==> src/rtl/toggle_event_rx.sv <==
// Toggle-line event receiver: synchronises a T-flop driven line, turns each
// level change into a one-cycle pulse and buffers events behind valid/ready.
module toggle_event_rx #(
  parameter int SYNC_STAGES = 2,
  parameter int DEPTH       = 8,
  parameter int CW          = 16,
  localparam int PW         = $clog2(DEPTH + 1)
) (
  input  logic          clk,
  input  logic          rst,
  input  logic          t_in,
  input  logic          clr_ovf,
  input  logic          evt_ready,
  output logic          evt_valid,
  output logic          pulse,
  output logic [PW-1:0] pending,
  output logic [CW-1:0] total,
  output logic          overflow
);

  // Handshake: one event leaves the buffer on every cycle where evt_valid and
  // evt_ready are both high; evt_ready without evt_valid is ignored, and
  // evt_valid depends only on the pending register, never on evt_ready.

  localparam logic [PW-1:0] FULL_LEVEL = PW'(DEPTH);

  logic [SYNC_STAGES-1:0] sync_q;
  logic                   t_d;
  logic                   line_sync;

  logic                   push;
  logic                   pop;
  logic                   full;
  logic                   ovf_set;
  logic [PW-1:0]          pending_next;

  assign line_sync = sync_q[SYNC_STAGES-1];

  // Stage 0 samples the asynchronous line; the edge detector compares the
  // last synchronised sample with its one-cycle-delayed copy.
  always_ff @(posedge clk or posedge rst) begin
    if (rst) begin
      sync_q <= '0;
      t_d    <= 1'b0;
      pulse  <= 1'b0;
    end else begin
      sync_q <= {sync_q[SYNC_STAGES-2:0], t_in};
      t_d    <= line_sync;
      pulse  <= line_sync ^ t_d;
    end
  end

  assign evt_valid = (pending != '0);
  assign push      = pulse;
  assign pop       = evt_valid && evt_ready;
  assign full      = (pending == FULL_LEVEL);

  // A pop in the same cycle frees the slot, so a full buffer only drops an
  // event when nothing leaves.
  always_comb begin
    pending_next = pending;
    ovf_set      = 1'b0;
    if (push && !pop) begin
      if (full) begin
        ovf_set = 1'b1;
      end else begin
        pending_next = pending + PW'(1);
      end
    end else if (!push && pop) begin
      pending_next = pending - PW'(1);
    end
  end

  always_ff @(posedge clk or posedge rst) begin
    if (rst) begin
      pending  <= '0;
      total    <= '0;
      overflow <= 1'b0;
    end else begin
      pending <= pending_next;
      if (push) begin
        total <= total + CW'(1);
      end
      // Set has priority over clear so a coincident drop is never lost.
      if (ovf_set) begin
        overflow <= 1'b1;
      end else if (clr_ovf) begin
        overflow <= 1'b0;
      end
    end
  end

endmodule

==> config.mk <==
export PLATFORM = sky130hd
export DESIGN_NAME = toggle_event_rx
export DESIGN_NICKNAME = d
export VERILOG_FILES = /design/src/rtl/toggle_event_rx.sv
export SDC_FILE = /design/constraint.sdc
export NUM_CORES = 1
export LEC_CHECK = 0
export ABC_CLOCK_PERIOD_IN_PS = 1900
export BUFFER_PORTS_ARGS = -buffer_cell sky130_fd_sc_hd__buf_2
export CAP_MARGIN = 20
export CORE_MARGIN = 4
export CORE_UTILIZATION = 45
export DETAILED_ROUTE_END_ITERATION = 6
export PLACE_DENSITY = 0.71
export REMOVE_ABC_BUFFERS = 1
export SLEW_MARGIN = 20
export SYNTH_ARGS = -nofsm -noshare
export SYNTH_HDL_FRONTEND = slang
export SYNTH_SLANG_ARGS = --single-unit
export TNS_END_PERCENT = 10
==> constraint.sdc <==
create_clock -name clk -period 1.9 [get_ports clk]
set_input_delay 0.095 -clock clk [delete_from_list [all_inputs] [get_ports clk]]
set_output_delay 0.095 -clock clk [all_outputs]
set_load 0.005 [all_outputs]
==> summary.md <==
| Metric | Value |
|---|---|
| Reg area | `roughly 630 um2` |
| Post-route cell area | `1528 um2` |
| Ant. Diodes | `0` |
| Critical path peak fanout | `4` |
| Antenna-violating nets left | `0` |
| Worst R2R Setup Slack | `-0.10 ns` |
| Setup ws final | `-0.1018 ns` |
| Largest net degree at the start of global routing | `26` |
| Skew-Pair Late Insertion Delay | `about 0.32 ns` |
| Fin crit share | `105.4%` |
| Prevailing post-synth register cell | `dfrtp_1` |
| Layout cells sized above 1 | `33.56%` |
| # setup viols final | `2` |
| Initial Util | `47.87%` |
| Met2 wire length | `~1200 um` |
| # IOs | `28` |
| CP required | `2.11 ns` |
| Critical path's slowest cell | `fa_1` |
| Gr ovfl total | `0` |
| Placeable core region | `2522 um2` |
| Clock Path Buffers | `2` |
| Max stage delay on crit path | `0.53 ns` |
| Clock Pin Slew Worst Setup and Hold Paths | `about 0.13 ns` |
| Asr flop ratio synth | `100.0%` |
| Final core occ | `60.57%` |
| First-pass GRT wire length | `approximately 4200 um` |
| TritonCTS clock tree | `done` |
| WP data arrival | `between 2 and 2.5 ns` |
| Die Ht | `~60 um` |
| Layout Area Growth over Synthesis | `26.53%` |
| Slew Viols, Final | `0` |
| Sequential element share of the synthesized area | `around 52%` |
| Drt pass-1 iters | `4` |
| DR vias | `~950` |
| Static Leak | `approximately 0.76 nW` |
| Net Sw Power | `around 0.8 mW` |
| Met1 wire length | `1102 um` |
| Total global-route track usage | `between 15 and 20%` |
| Total power | `around 2.0 mW` |
| WL final | `between 2000 and 2500 um` |
| Top Metal Used | `met4` |
| Commonest cells after routing, fill and taps aside | `27 x buf_2, 25 x dfrtp_1, 13 x xnor2_1` |
| TritonCTS Buffers | `3` |
| Clock group share of total power | `between 10 and 15%` |
| Critical path class | `register to register` |
| PwrDens | `approximately 1300 nW/um2` |
| Crit path launch type | `register` |
| Violations in the final reports | `setup timing` |
| Synth Instances | `about 110` |
| Remaining DRCs | `0` |
| Critical path, cell by cell | `o41ai_4, nand2_2, fa_1, mux2i_1, mux2i_1, nand2_1, o221ai_2` |
| Die area | `3576 um2` |
| Setup crit end kind | `register` |
| Max cap viols | `0` |
| Slew HR | `about 67%` |
| Area of the multi-input gates | `between 600 and 700 um2` |
| TNS Setup | `-0.1567 ns` |
| FP Rows | `18` |
| Routed len/inst | `between 10 and 15 um` |
| Worst hold path class | `input pin to register` |
| Wire length on met3 | `between 100 and 150 um` |
| Fill count | `roughly 210` |
| Final critical-path required period | `about 2 ns` |
| RSZ-0062 raised after global routing | `true` |
| Horiz. Die Dim | `59.80 um` |
| Maximum clock rate | `between 400 and 500 MHz` |
| CTS sink cnt | `25` |
| RePlAce Congestion | `~0.77` |
| Final Hold Fails | `0` |
| Dpl hpwl | `around 1800 um` |
| Status | `finished, violations left` |
| Most common cell after layout, fill and taps aside | `buf_2` |
| Comb pwr share | `around half` |
| Slew at the pin closest to its max-slew limit | `a little under 0.5 ns` |
| DR iter-0 viols | `34` |
| VDD IR max | `0.0008504 V` |
| H-tree Lvls | `1` |
| Post-synth EDFFs | `0` |
| Netlist cell types | `34` |
| Mapped Avg Cell Area | `roughly 11 um2` |
| YS warnings | `0` |
| Number of global-route vias before repair | `~980` |
| Placed Instance Area | `1416 um2` |
| Most used cell, CP | `mux2i_1` |
| Root buffer cell | `clkbuf_4` |
| Initial antenna violation count | `0` |
| Sequential group share of total power | `approximately two fifths` |
| Buffers on Ports | `27` |
| Internal cell power | `between 1 and 1.5 mW` |
| Setup WS pre-CTS | `-0.2406 ns` |
| Sw Share | `38.39%` |
| Via-to-Cell Ratio | `~5.4` |
| FF+latch count, synth | `25` |
| Layout net count | `roughly 160` |
| Mapped Area | `1207 um2` |
| Clock Skew | `between 0.005 and 0.006 ns` |
[repair_timing]
action | in CTS | in global routing
buffers inserted | 0 | 0
hold buffers | 3 | 0
endpoints found under the setup margin | 2 | 3
gates resized for setup | 5 | 3
hold endpoints to repair | 27 | 0
pin swaps | 1 | 2
[registers in the layout, indices dropped and copies added (netlist names)]
signal / cells
pending: 4
pulse: 1
t_d: 1
overflow: 1
total: 16
sync_q: 2
[path summary, 6_finish.rpt]
| kind | start | to | depth (start not counted) |
|---|---|---|---|
| worst max register to register | pending[3]$_DFFE_PP0P_ | pending[1]$_DFFE_PP0P_ | 7 |
| max in group asynchronous | rst | total[7]$_DFFE_PP0P_ | 4 |
| worst min-delay path | evt_ready | pending[1]$_DFFE_PP0P_ | 5 |
| min in group asynchronous | rst | pending[2]$_DFFE_PP0P_ | 4 |
| worst max-delay path | pending[3]$_DFFE_PP0P_ | pending[1]$_DFFE_PP0P_ | 7 |
| worst min register to register | sync_q[0]$_DFF_PP0_ | sync_q[1]$_DFF_PP0_ | 0 |
[metal layers]
| metal | GRT usage (%) | vias up |
|---|---|---|
| li1 | - | 454 |
| met1 | 19.02 | 465 |
| met2 | 25.62 | 23 |
| met3 | 3.240 | 9 |
| met4 | 6.962 | 0 |
| met5 | 0 | - |
[power groups by stage]
stage | clock network [mW] | registers [mW] | logic (mW)
2_1_floorplan | 0 | 0.833 | 0.475
3_3_place_gp | 0 | 0.765 | 0.853
3_5_place_dp | 0 | 0.772 | 0.891
4_1_cts | 0.246 | 0.769 | 0.970
5_1_grt | 0.264 | 0.811 | 1.12
6_report | 0.234 | 0.787 | 1.01
[critical path, delay by kind of cell, from the launching register on]
kind / cells / cell delay [ns]
AO/OA/AOI/OAI: 2 / 0.46
adder cells (fa/ha/maj): 1 / 0.53
flip-flops: 1 / 0.43
multiplexers: 2 / 0.24
AND/OR/NAND/NOR: 2 / 0.23
[final cells by class]
cell class / instances / area share [%]
Clock buffer: 3 / 1.474
Inverter: 3 / 0.7371
Clock inverter: 1 / 0.3276
Multi-Input combinational cell: 77 / 39.80
Sequential cell: 25 / 40.95
Timing Repair Buffer: 37 / 14.25
Tap cell: 30 / 2.457
[cell usage after synthesis (all sizes together), types with 2 or more instances]
cell | count | area (um2)
mux2i | 5 | 50.05
nor2 | 4 | 15.01
xnor2 | 13 | 113.9
nand3 | 9 | 45.04
nand4 | 3 | 18.77
and3 | 5 | 32.53
a21oi | 2 | 13.76
buf | 2 | 12.51
a31oi | 2 | 12.51
nor2b | 2 | 12.51
xor2 | 5 | 43.79
o21ai | 3 | 18.76
ha | 3 | 37.54
dfrtp | 25 | 625.6
inv | 3 | 11.26
nand2 | 9 | 33.78
[per-stage QoR]
stage	hold slack, ns	instances
5_1_grt	0.3121	176
3_3_place_gp	0.1523	169
3_5_place_dp	0.1619	169
2_1_floorplan	0.1223	105
6_report	0.2656	176
4_1_cts	0.2445	176
[kinds of logic (layout without fill, tap and decap cells)]
kind of cell	after synthesis	in the layout	synth area share (%)
adders and majority gates	4	4	4.767
muxes	6	6	5.078
buffers and inverters	6	44	2.279
xor gates and xnor gates	18	18	13.06
AOI/OAI and AO/OA	10	10	5.699
DFF	25	25	51.81
and+or+nand+nor	39	39	17.31
No activity file was read; power rests on OpenSTA's default activity.
